File: src/rtl/mio_bus_ctrl.sv
// -----------------------------------------------------------------------------
// mio_bus_ctrl
//
// Memory/IO bus controller sitting directly downstream of the single-cycle CPU
// core. It decodes each core access into one of four targets and returns read
// data plus a ready handshake:
//   - block RAM : addr_in[31:RAM_AW+2] == 0, with RAM_LAT wait states
//   - LED reg   : 0xF000_0000, read/write
//   - counter   : 0xF000_0004, read/write, free-running
//   - switches  : 0xE000_0000, read only
// Any other address is unmapped: reads return 0 and writes are dropped.
//
// The core stalls while mio_ready is low. mio_ready is purely combinational
// from the FSM state and cpu_mio.
//
// Ports:
//   clk        in   system clock, all state on the rising edge
//   rst        in   asynchronous active-low reset (0 = reset)
//   cpu_mio    in   access request, held with addr/data/mem_rw until ready
//   mem_rw     in   1 = write, 0 = read
//   addr_in    in   byte address (bits [1:0] ignored, word accesses only)
//   wdata_in   in   write data
//   rdata_out  out  registered read data, holds until the next read completes
//   mio_ready  out  access complete / bus idle
//   ram_addr   out  RAM word address, registered at accept
//   ram_wdata  out  RAM write data, registered at accept
//   ram_we     out  RAM write strobe, one cycle (first WAIT cycle)
//   ram_rdata  in   RAM read data, valid RAM_LAT cycles after accept
//   sw_in      in   switch inputs
//   led_out    out  LED register
//   cnt_out    out  free-running counter value
// -----------------------------------------------------------------------------
module mio_bus_ctrl #(
    parameter int RAM_LAT = 2,   // 1..7
    parameter int RAM_AW  = 10,
    parameter int LED_W   = 16   // 1..32
) (
    input  logic              clk,
    input  logic              rst,
    input  logic              cpu_mio,
    input  logic              mem_rw,
    input  logic [31:0]       addr_in,
    input  logic [31:0]       wdata_in,
    output logic [31:0]       rdata_out,
    output logic              mio_ready,
    output logic [RAM_AW-1:0] ram_addr,
    output logic [31:0]       ram_wdata,
    output logic              ram_we,
    input  logic [31:0]       ram_rdata,
    input  logic [15:0]       sw_in,
    output logic [LED_W-1:0]  led_out,
    output logic [31:0]       cnt_out
);

    // FSM encoding
    localparam logic [1:0] ST_IDLE = 2'd0;
    localparam logic [1:0] ST_WAIT = 2'd1;
    localparam logic [1:0] ST_DONE = 2'd2;

    // Word addresses (byte address >> 2) of the IO registers
    localparam logic [29:0] LED_WADDR = 30'h3C00_0000;  // 0xF000_0000
    localparam logic [29:0] CNT_WADDR = 30'h3C00_0001;  // 0xF000_0004
    localparam logic [29:0] SW_WADDR  = 30'h3800_0000;  // 0xE000_0000

    // The wait counter is loaded with RAM_LAT-1 so that data is captured on
    // the RAM_LAT-th edge after accept.
    localparam logic [2:0] LAT_M1 = 3'(RAM_LAT - 1);

    // -------------------------------------------------------------------------
    // State
    // -------------------------------------------------------------------------
    logic [1:0]        state_q,     state_d;
    logic [2:0]        wait_q,      wait_d;
    logic              write_q,     write_d;     // RAM access in flight is a write
    logic              we_q,        we_d;
    logic [RAM_AW-1:0] ram_addr_q,  ram_addr_d;
    logic [31:0]       ram_wdata_q, ram_wdata_d;
    logic [31:0]       rdata_q,     rdata_d;
    logic [LED_W-1:0]  led_q,       led_d;
    logic [31:0]       cnt_q,       cnt_d;

    // -------------------------------------------------------------------------
    // Address decode
    // -------------------------------------------------------------------------
    logic [29:0] word_addr;
    logic        hit_ram;
    logic        hit_led;
    logic        hit_cnt;
    logic        hit_sw;
    logic [31:0] io_rdata;

    // Byte-lane bits carry no information for word-only accesses.
    logic        unused_byte_bits;
    assign unused_byte_bits = ^addr_in[1:0];

    assign word_addr = addr_in[31:2];
    assign hit_ram   = (addr_in[31:RAM_AW+2] == '0);
    assign hit_led   = (word_addr == LED_WADDR);
    assign hit_cnt   = (word_addr == CNT_WADDR);
    assign hit_sw    = (word_addr == SW_WADDR);

    // IO read mux; unmapped addresses fall through to zero. The counter value
    // is the one before this edge's increment because cnt_q is sampled here.
    always_comb begin
        io_rdata = 32'h0;
        if (hit_led) begin
            io_rdata = 32'(led_q);
        end else if (hit_cnt) begin
            io_rdata = cnt_q;
        end else if (hit_sw) begin
            io_rdata = 32'(sw_in);
        end
    end

    // -------------------------------------------------------------------------
    // Next-state logic
    // -------------------------------------------------------------------------
    always_comb begin
        state_d     = state_q;
        wait_d      = wait_q;
        write_d     = write_q;
        we_d        = 1'b0;
        ram_addr_d  = ram_addr_q;
        ram_wdata_d = ram_wdata_q;
        rdata_d     = rdata_q;
        led_d       = led_q;
        cnt_d       = cnt_q + 32'd1;   // wraps naturally at 0xFFFF_FFFF

        case (state_q)
            ST_IDLE: begin
                if (cpu_mio) begin
                    if (hit_ram) begin
                        ram_addr_d  = addr_in[RAM_AW+1:2];
                        ram_wdata_d = wdata_in;
                        wait_d      = LAT_M1;
                        write_d     = mem_rw;
                        // Strobe lands in the first WAIT cycle only.
                        we_d        = mem_rw;
                        state_d     = ST_WAIT;
                    end else begin
                        // IO and unmapped accesses complete on this edge.
                        if (mem_rw) begin
                            if (hit_led) begin
                                led_d = wdata_in[LED_W-1:0];
                            end
                            if (hit_cnt) begin
                                // A load replaces this cycle's increment.
                                cnt_d = wdata_in;
                            end
                        end else begin
                            rdata_d = io_rdata;
                        end
                        state_d = ST_DONE;
                    end
                end
            end

            ST_WAIT: begin
                if (wait_q == 3'd0) begin
                    if (!write_q) begin
                        rdata_d = ram_rdata;
                    end
                    state_d = ST_DONE;
                end else begin
                    wait_d = wait_q - 3'd1;
                end
            end

            ST_DONE: begin
                // The core advances during DONE; a back-to-back request is
                // picked up in the following IDLE cycle.
                state_d = ST_IDLE;
            end

            default: begin
                state_d = ST_IDLE;
            end
        endcase
    end

    // -------------------------------------------------------------------------
    // Registers (asynchronous active-low reset; an in-flight write is
    // abandoned because the strobe register clears immediately)
    // -------------------------------------------------------------------------
    always_ff @(posedge clk or negedge rst) begin
        if (!rst) begin
            state_q     <= ST_IDLE;
            wait_q      <= 3'd0;
            write_q     <= 1'b0;
            we_q        <= 1'b0;
            ram_addr_q  <= '0;
            ram_wdata_q <= 32'h0;
            rdata_q     <= 32'h0;
            led_q       <= '0;
            cnt_q       <= 32'h0;
        end else begin
            state_q     <= state_d;
            wait_q      <= wait_d;
            write_q     <= write_d;
            we_q        <= we_d;
            ram_addr_q  <= ram_addr_d;
            ram_wdata_q <= ram_wdata_d;
            rdata_q     <= rdata_d;
            led_q       <= led_d;
            cnt_q       <= cnt_d;
        end
    end

    // -------------------------------------------------------------------------
    // Outputs
    // -------------------------------------------------------------------------
    assign mio_ready = ((state_q == ST_IDLE) && !cpu_mio) || (state_q == ST_DONE);
    assign rdata_out = rdata_q;
    assign ram_addr  = ram_addr_q;
    assign ram_wdata = ram_wdata_q;
    assign ram_we    = we_q;
    assign led_out   = led_q;
    assign cnt_out   = cnt_q;

endmodule

File: config.mk
export PLATFORM = sky130hd
export DESIGN_NAME = mio_bus_ctrl
export DESIGN_NICKNAME = d
export VERILOG_FILES = /design/src/rtl/mio_bus_ctrl.sv
export SDC_FILE = /design/constraint.sdc
export NUM_CORES = 1
export LEC_CHECK = 0
export ABC_AREA = 1
export BUFFER_PORTS_ARGS = -buffer_cell sky130_fd_sc_hd__buf_2
export CAP_MARGIN = 20
export CORE_MARGIN = 8
export CORE_UTILIZATION = 50
export CTS_CLUSTER_DIAMETER = 80
export DETAILED_ROUTE_END_ITERATION = 12
export GPL_TIMING_DRIVEN = 0
export PLACE_DENSITY = 0.9
export SLEW_MARGIN = 20
export SYNTH_ARGS = -nofsm -noshare
export SYNTH_HDL_FRONTEND = slang
export SYNTH_SLANG_ARGS = --single-unit
File: constraint.sdc
create_clock -name clk -period 2.7 [get_ports clk]
set_input_delay 0.405 -clock clk [delete_from_list [all_inputs] [get_ports clk]]
set_output_delay 0.405 -clock clk [all_outputs]
set_load 0.03 [all_outputs]
==> results of run 1 <==
[path summary, 6_finish.rpt]
path / startpoint / end / slack [ps] / cells past startpoint
setup / recovery: state_q[1]$_DFFE_PN0P_ / rdata_out[9]$_DFFE_PN0P_ / 760 / 11
max in group asynchronous: rst / rdata_out[25]$_DFFE_PN0P_ / 1500 / 3
setup reg to reg: state_q[1]$_DFFE_PN0P_ / rdata_out[9]$_DFFE_PN0P_ / 760 / 11
hold / removal: wdata_in[13] / cnt_out[13]$_DFF_PN0_ / 210 / 3
min in group asynchronous: rst / ram_addr[8]$_DFFE_PN0P_ / 490 / 2
hold reg to reg: ram_wdata[28]$_DFFE_PN0P_ / ram_wdata[28]$_DFFE_PN0P_ / 470 / 2
[sequential cells by signal (all words and copies together), names as in the netlist]
| name | flops |
|---|---|
| ram_wdata | 32 |
| write_q | 1 |
| ram_we | 1 |
| led_out | 16 |
| ram_addr | 10 |
| state_q | 2 |
| cnt_out | 32 |
| wait_q | 3 |
| rdata_out | 32 |
[placed cells by master (no fill, tap or decap), types with 6 or more instances in the layout]
cell	netlist	routed
nand3b_1	6	6
dfrtp_1	129	129
inv_1	72	72
o21ai_2	10	10
clkbuf_1	11	11
nand3_1	60	60
clkbuf_16	0	17
nor3_1	13	13
o21ai_1	27	27
buf_2	12	247
nor2_1	125	125
o21ai_0	39	39
nand2_1	388	388
xor2_1	12	12
buf_6	12	12
clkbuf_8	0	7
[metrics by stage]
stage	instances	hold WS [ps]	setup TNS, ps
finish	1406	209	0
global route	1406	205	0
CTS	1406	197	0
detailed placement	1373	357	0
global placement	1372	451	-60620
floorplan	956	109	0
[what timing repair did]
| item | CTS | global route |
|---|---|---|
| endpoints found under the setup margin | 0 | 0 |
| hold buffers | 1 | 0 |
| endpoints found under the hold margin | 54 | 0 |
| buffers inserted | 0 | 0 |
[kinds of logic after synthesis]
logic type,Yosys count
AO/OA/AOI/OAI,79
XOR/XNOR,16
flip-flops,129
adder cells (fa/ha/maj),3
buffers and inverters,114
AND/OR/NAND/NOR,615
[layer usage]
metal | global-route usage (%) | part of all wire, %
met1 | 32.3 | 41
met2 | 43.5 | 48
met3 | 7.34 | 8.9
met4 | 10.5 | 2.5
met5 | 0 | 0
[critical path: stages (launching register included)]
cell and delay (ps):
dfrtp_1 370, inv_1 100, nand2_2 120, inv_2 200, nand2_1 140, o21ai_1 140
nor2_1 80, o21ai_2 140, buf_2 300, nor2_1 70, o21ai_0 80, nand2_1 60
[power by group]
| part | switching, W | internal [W] |
|---|---|---|
| Sequential | 0.000000507 | 0.00194 |
| Clock | 0.000848 | 0.00162 |
| Combinational | 0.000145 | 0.0000880 |
| Total | 0.000993 | 0.00365 |
[area by class of cell]
cell class                 instances  area, um^2  share of cell area, %
timing repair buffer             238        1230                   13.6
inverter                          77         289                   3.20
sequential                       129        3230                   35.8
clock buffer                      24         522                   5.78
multi-input combinational        713        3160                   35.0
clock inverter                     8         123                   1.36
tap                              180         225                   2.50
buffer                            37         251                   2.79
==> impl_metrics.json, run 1 <==
{
  "synth.avg_cell_area_um2": 7.24,
  "vias": 7207,
  "cap_violations": 0,
  "yosysWarnings": 0,
  "worst_setup_path_start_kind": "register",
  "worst_slew_pin_slew_ps": 640,
  "drive_gt1_share_pct": 26.9,
  "root_buffer": "clkbuf_16",
  "critPathRequiredTime_ps": 3000,
  "hold_path.class": "input port to register",
  "grt_usage_pct": 26.5,
  "synth_fp_nets": 1075,
  "drt_iter0_markers": 477,
  "ir_drop_mv": 0.352,
  "yosysTopAreaCellShare_pct": 46.6,
  "postRouteAntennaNets": 0,
  "clkLatencyLatePin_ps": 420,
  "period_needed_ps": 1940,
  "finalWirelength_mm": 23.8,
  "start_util_pct": 50.5,
  "grt_pass1_vias": 7276,
  "path_clk_slew_ps": 60,
  "end_kind": "register",
  "post-route-period-util_pct": 71.9,
  "slew_headroom_pct": 57.3,
  "fin_area_um2": 9020,
  "syn_to_final_growth_pct": 30.3,
  "seq_area_frac_synth_pct": 46.6,
  "cts_tree": "built",
  "synth_seq_cells": 129,
  "cts.htree.levels": 4,
  "path_class": "register to register",
  "clk_path_buf_depth": 2,
  "dp_slack_ps": 646,
  "netlist_area_um2": 6920,
  "post_cts_resized": 0,
  "tritoncts.num_buffers": 17,
  "setup_viol": 0,
  "via_per_inst": 5.13,
  "fmax_mhz": 515,
  "rsz0062_at_grt": "no",
  "synth_area_leader_cell": "dfrtp_1",
  "utilization_pct": 65.8,
  "grt_max_degree": 76,
  "ys_types": 30,
  "synthMuxAreaShare_pct": 0,
  "synth_compound_area_share_pct": 6.27,
  "fillers": 1218,
  "num_rows": 43,
  "fp.dieH_um": 134,
  "die_x_um": 134,
  "dpl.hpwl_mm": 18.6,
  "io_buffers": 236,
  "antenna_found_initial": 0,
  "routedWlPerCell_um": 16.9,
  "route.detailed.drc": 0,
  "finalWorstSetupSlack_ps": 758,
  "nets": 1332,
  "die_area_um2": 17900,
  "hold_violations": 0,
  "synth_ff_type": "dfrtp_1",
  "yosys.area_share.simple_pct": 36.7,
  "p_per_area_nw_per_um2": 514,
  "synthTopCellsByCount": "nand2_1, dfrtp_1, nor2_1, inv_1, nand3_1",
  "synth_top_family_by_area": "simple AND/OR/NAND/NOR gates",
  "grt_first_pass_wirelength_mm": 37.6,
  "core-area_um2": 13700,
  "drt-pass1-iter-count": 6,
  "status": "completed",
  "n_antenna_cell": 0,
  "synthTopCellsByArea": "dfrtp_1, nand2_1, nor2_1",
  "placed_cell_area_um2": 8370,
  "grt_remaining_overflow": 0,
  "async_flop_share_pct": 100,
  "skew_ps": 10.8,
  "cp.arrival_ps": 2240,
  "clock-sinks": 129,
  "syn_inst": 956,
  "worstPathMaxFanout": 10,
  "ios": 240,
  "gp_congestion": 0.936,
  "synth_edf_count": 0,
  "yosys.area_share.xor_xnor_pct": 2.02,
  "leakage_nw": 5.30,
  "synthAdderAreaFrac_pct": 0.542,
  "maxSlewViolCount": 0,
  "total_power_w": 0.00464,
  "synth_most_common_cell": "nand2_1"
}
Note: power is estimated with default switching activity, not from simulation.
==> inputs of run 2 (changes only) <==
--- a/config.mk
+++ b/config.mk
@@ -5,15 +5,15 @@
 export SDC_FILE = /design/constraint.sdc
 export NUM_CORES = 1
 export LEC_CHECK = 0
-export ABC_AREA = 1
+export ABC_AREA = 0
 export BUFFER_PORTS_ARGS = -buffer_cell sky130_fd_sc_hd__buf_2
 export CAP_MARGIN = 20
 export CORE_MARGIN = 8
-export CORE_UTILIZATION = 50
+export CORE_UTILIZATION = 44
 export CTS_CLUSTER_DIAMETER = 80
 export DETAILED_ROUTE_END_ITERATION = 12
 export GPL_TIMING_DRIVEN = 0
-export PLACE_DENSITY = 0.9
+export PLACE_DENSITY = 0.86
 export SLEW_MARGIN = 20
 export SYNTH_ARGS = -nofsm -noshare
 export SYNTH_HDL_FRONTEND = slang
==> constraint.sdc (replaced) <==
create_clock -name clk -period 1.7 [get_ports clk]
set_input_delay 0.255 -clock clk [delete_from_list [all_inputs] [get_ports clk]]
set_output_delay 0.255 -clock clk [all_outputs]
set_load 0.03 [all_outputs]
==> impl_metrics.json, run 2 <==
{
  "placed_cell_area_um2": 7960,
  "p_per_area_nw_per_um2": 782,
  "r2r_start": "cnt_out[15]$_DFF_PN0_",
  "grt_max_degree": 79,
  "critPathRequiredTime_ps": 2040,
  "whs_path_depth": 2,
  "fin_area_um2": 9070,
  "status": "complete, but fails checks",
  "synth_seq_cells": 129,
  "rsz0062_at_grt": "yes",
  "leakage_nw": 4.76,
  "layout_commonest_cell": "buf_2",
  "clock-sinks": 129,
  "cts.htree.levels": 4,
  "maxSlewViolCount": 0,
  "final_cell_mix": "buf_2, dfrtp_1, mux2_2",
  "vias": 5536,
  "worst_setup_path_start_kind": "register",
  "n_antenna_cell": 0,
  "cpMaxStageDelayCell": "nor4_2",
  "violations": "setup timing",
  "die_x_um": 134,
  "crit_start": "cnt_out[15]$_DFF_PN0_",
  "grt_remaining_overflow": 0,
  "tritoncts.num_buffers": 17,
  "syn_inst": 546,
  "synthTopCellsByArea": "dfrtp_1, mux2_2, a21oi_1",
  "num_rows": 43,
  "finalSetupTns_ps": -16100,
  "cts_tree": "built",
  "dpl.hpwl_mm": 15.0,
  "synth_area_leader_cell": "dfrtp_1",
  "clkLatencyLatePin_ps": 420,
  "finalWirelength_mm": 20.8,
  "period_needed_ps": 1960,
  "cp_top_family": "simple AND/OR/NAND/NOR gates",
  "ir_drop_mv": 0.661,
  "ys_types": 43,
  "async_flop_share_pct": 100,
  "finalWorstSetupSlack_ps": -262,
  "syn_to_final_growth_pct": 47.2,
  "core-area_um2": 13800,
  "critPathBufInv": 0,
  "drt-pass1-iter-count": 5,
  "worstPathMaxFanout": 6,
  "synthTopCellsByCount": "dfrtp_1, mux2_2, nor2_1, a21oi_1, nand2_1",
  "seq_area_frac_synth_pct": 52.4,
  "postRouteAntennaNets": 0,
  "drt_iter0_markers": 319,
  "ios": 240,
  "synth_fp_nets": 665,
  "drive_gt1_share_pct": 56.3,
  "io_buffers": 237,
  "synth_ff_type": "dfrtp_1",
  "reg2reg_to": "cnt_out[25]$_DFF_PN0_",
  "slowest_delay_ps": 560,
  "post-route-period-util_pct": 115,
  "hold_violations": 0,
  "start_util_pct": 44.7,
  "via_per_inst": 5.47,
  "route.detailed.drc": 0,
  "r2r_setup_slack_ps": -260,
  "worst_slew_pin_slew_ps": 661,
  "ff2ff_path_depth": 5,
  "fp.dieH_um": 134,
  "slew_headroom_pct": 55.9,
  "synth_most_common_cell": "dfrtp_1",
  "yosysWarnings": 0,
  "yosysTopAreaCellShare_pct": 52.4,
  "gp_congestion": 0.832,
  "clk_path_buf_depth": 2,
  "routedWlPerCell_um": 20.6,
  "die_area_um2": 18000,
  "holdPathEnd": "ram_addr[8]$_DFFE_PN0P_",
  "end_kind": "register",
  "total_power_w": 0.00710,
  "grt_usage_pct": 22.5,
  "grt_pass1_vias": 5892,
  "hold_start": "addr_in[10]",
  "netlist_area_um2": 6160,
  "antenna_found_initial": 0,
  "crit_top_cell": "nand4_1",
  "cap_violations": 0,
  "path_class": "register to register",
  "skew_ps": 8.35,
  "grt_first_pass_wirelength_mm": 31.7,
  "setup_viol": 118,
  "synth_edf_count": 0,
  "synth.avg_cell_area_um2": 11.3,
  "path_clk_slew_ps": 60,
  "hold_path.class": "input port to register",
  "nets": 938,
  "root_buffer": "clkbuf_16",
  "fmax_mhz": 510,
  "path_cells": "nand4_1 > nor4_2 > nand4_1 > xor2_1 > a21oi_1",
  "cp.arrival_ps": 2300
}
==> run 2: cell types whose count changed in the layout (fill, tap and decap cells not counted), sizes merged, moves of 9 or more <==
cell / delta
a21oi: +49
a22o: +16
buf: +9
inv: -72
mux2: +92
mux2i: +16
nand2: -364
nand3: -48
nand4: +12
nor2: -80
o21ai: -58
==> run 2: cell families (layout without fill, tap and decap cells) <==
family	after synthesis	after routing	synth area share, %
fa+ha+maj	3	3	0.609
compound gates	88	88	8.28
buf+inv	35	321	2.62
xor+xnor	29	29	4.12
simple gates	154	154	12.6
mux	108	108	19.4
flops	129	129	52.4
==> run 2: timing repair <==
item,CTS,global route
hold buffers,1,0
resized for setup,70,32
cloned,1,1
buffers inserted,8,6
pin swaps,3,3
hold endpoints to repair,51,0
setup endpoints to repair,127,126
==> run 2: area by class of cell <==
cell class	instances	area, um^2
Fill cell	1045	4700
Multi-Input combinational cell	382	3280
Sequential cell	129	3240
Timing Repair Buffer	255	1410
Clock buffer	20	457
Buffer	30	315
Tap cell	180	225
Clock inverter	12	134
Inverter	4	15.0
==> run 2: per-stage QoR <==
step / worst slack [ps] / utilization (%) / cells / hold WS [ps]
after floorplan: -135 / - / 546 / -40.6
final: -262 / 65.9 / 1012 / 83.7
after CTS: -238 / 64.3 / 1005 / 65.7
after global placement: -1600 / 57.5 / 963 / 465
after detailed placement: -857 / 57.8 / 964 / 187
after global routing: -376 / 65.9 / 1012 / 77.6
==> run 2: power by group <==
part           internal (W)  switching (W)  leakage [nW]
clock network       0.00224        0.00138         0.286
logic              0.000174       0.000234          2.71
registers           0.00307     0.00000335          1.77
total               0.00549        0.00161          4.76
==> run 2: routing by layer <==
metal  vias up  share of wire, %  global-route usage, %
li1       2495                 -                      -
met5         -                 0                      0
met2       250                50                   37.8
met3        51               7.2                   5.53
met4         0               3.1                   10.9
met1      2740                39                   26.3
==> run 2: worst max-delay path by stage <==
stage,cells past startpoint,end,slack [ps]
2_1_floorplan,5,cnt_out[30]$_DFF_PN0_,-130
3_3_place_gp,1,cnt_out[1]$_DFF_PN0_,-1600
3_5_place_dp,7,rdata_out[26]$_DFFE_PN0P_,-860
4_1_cts,6,led_out[13]$_DFFE_PN0P_,-240
5_1_grt,5,cnt_out[25]$_DFF_PN0_,-380
6_report,5,cnt_out[25]$_DFF_PN0_,-260
==> run 2: worst reg2reg max path, stage by stage, from the launching register on <==
cell and delay [ps]:
dfrtp_1 480, nand4_1 290, nor4_2 560, nand4_1 210, xor2_1 190, a21oi_1 160
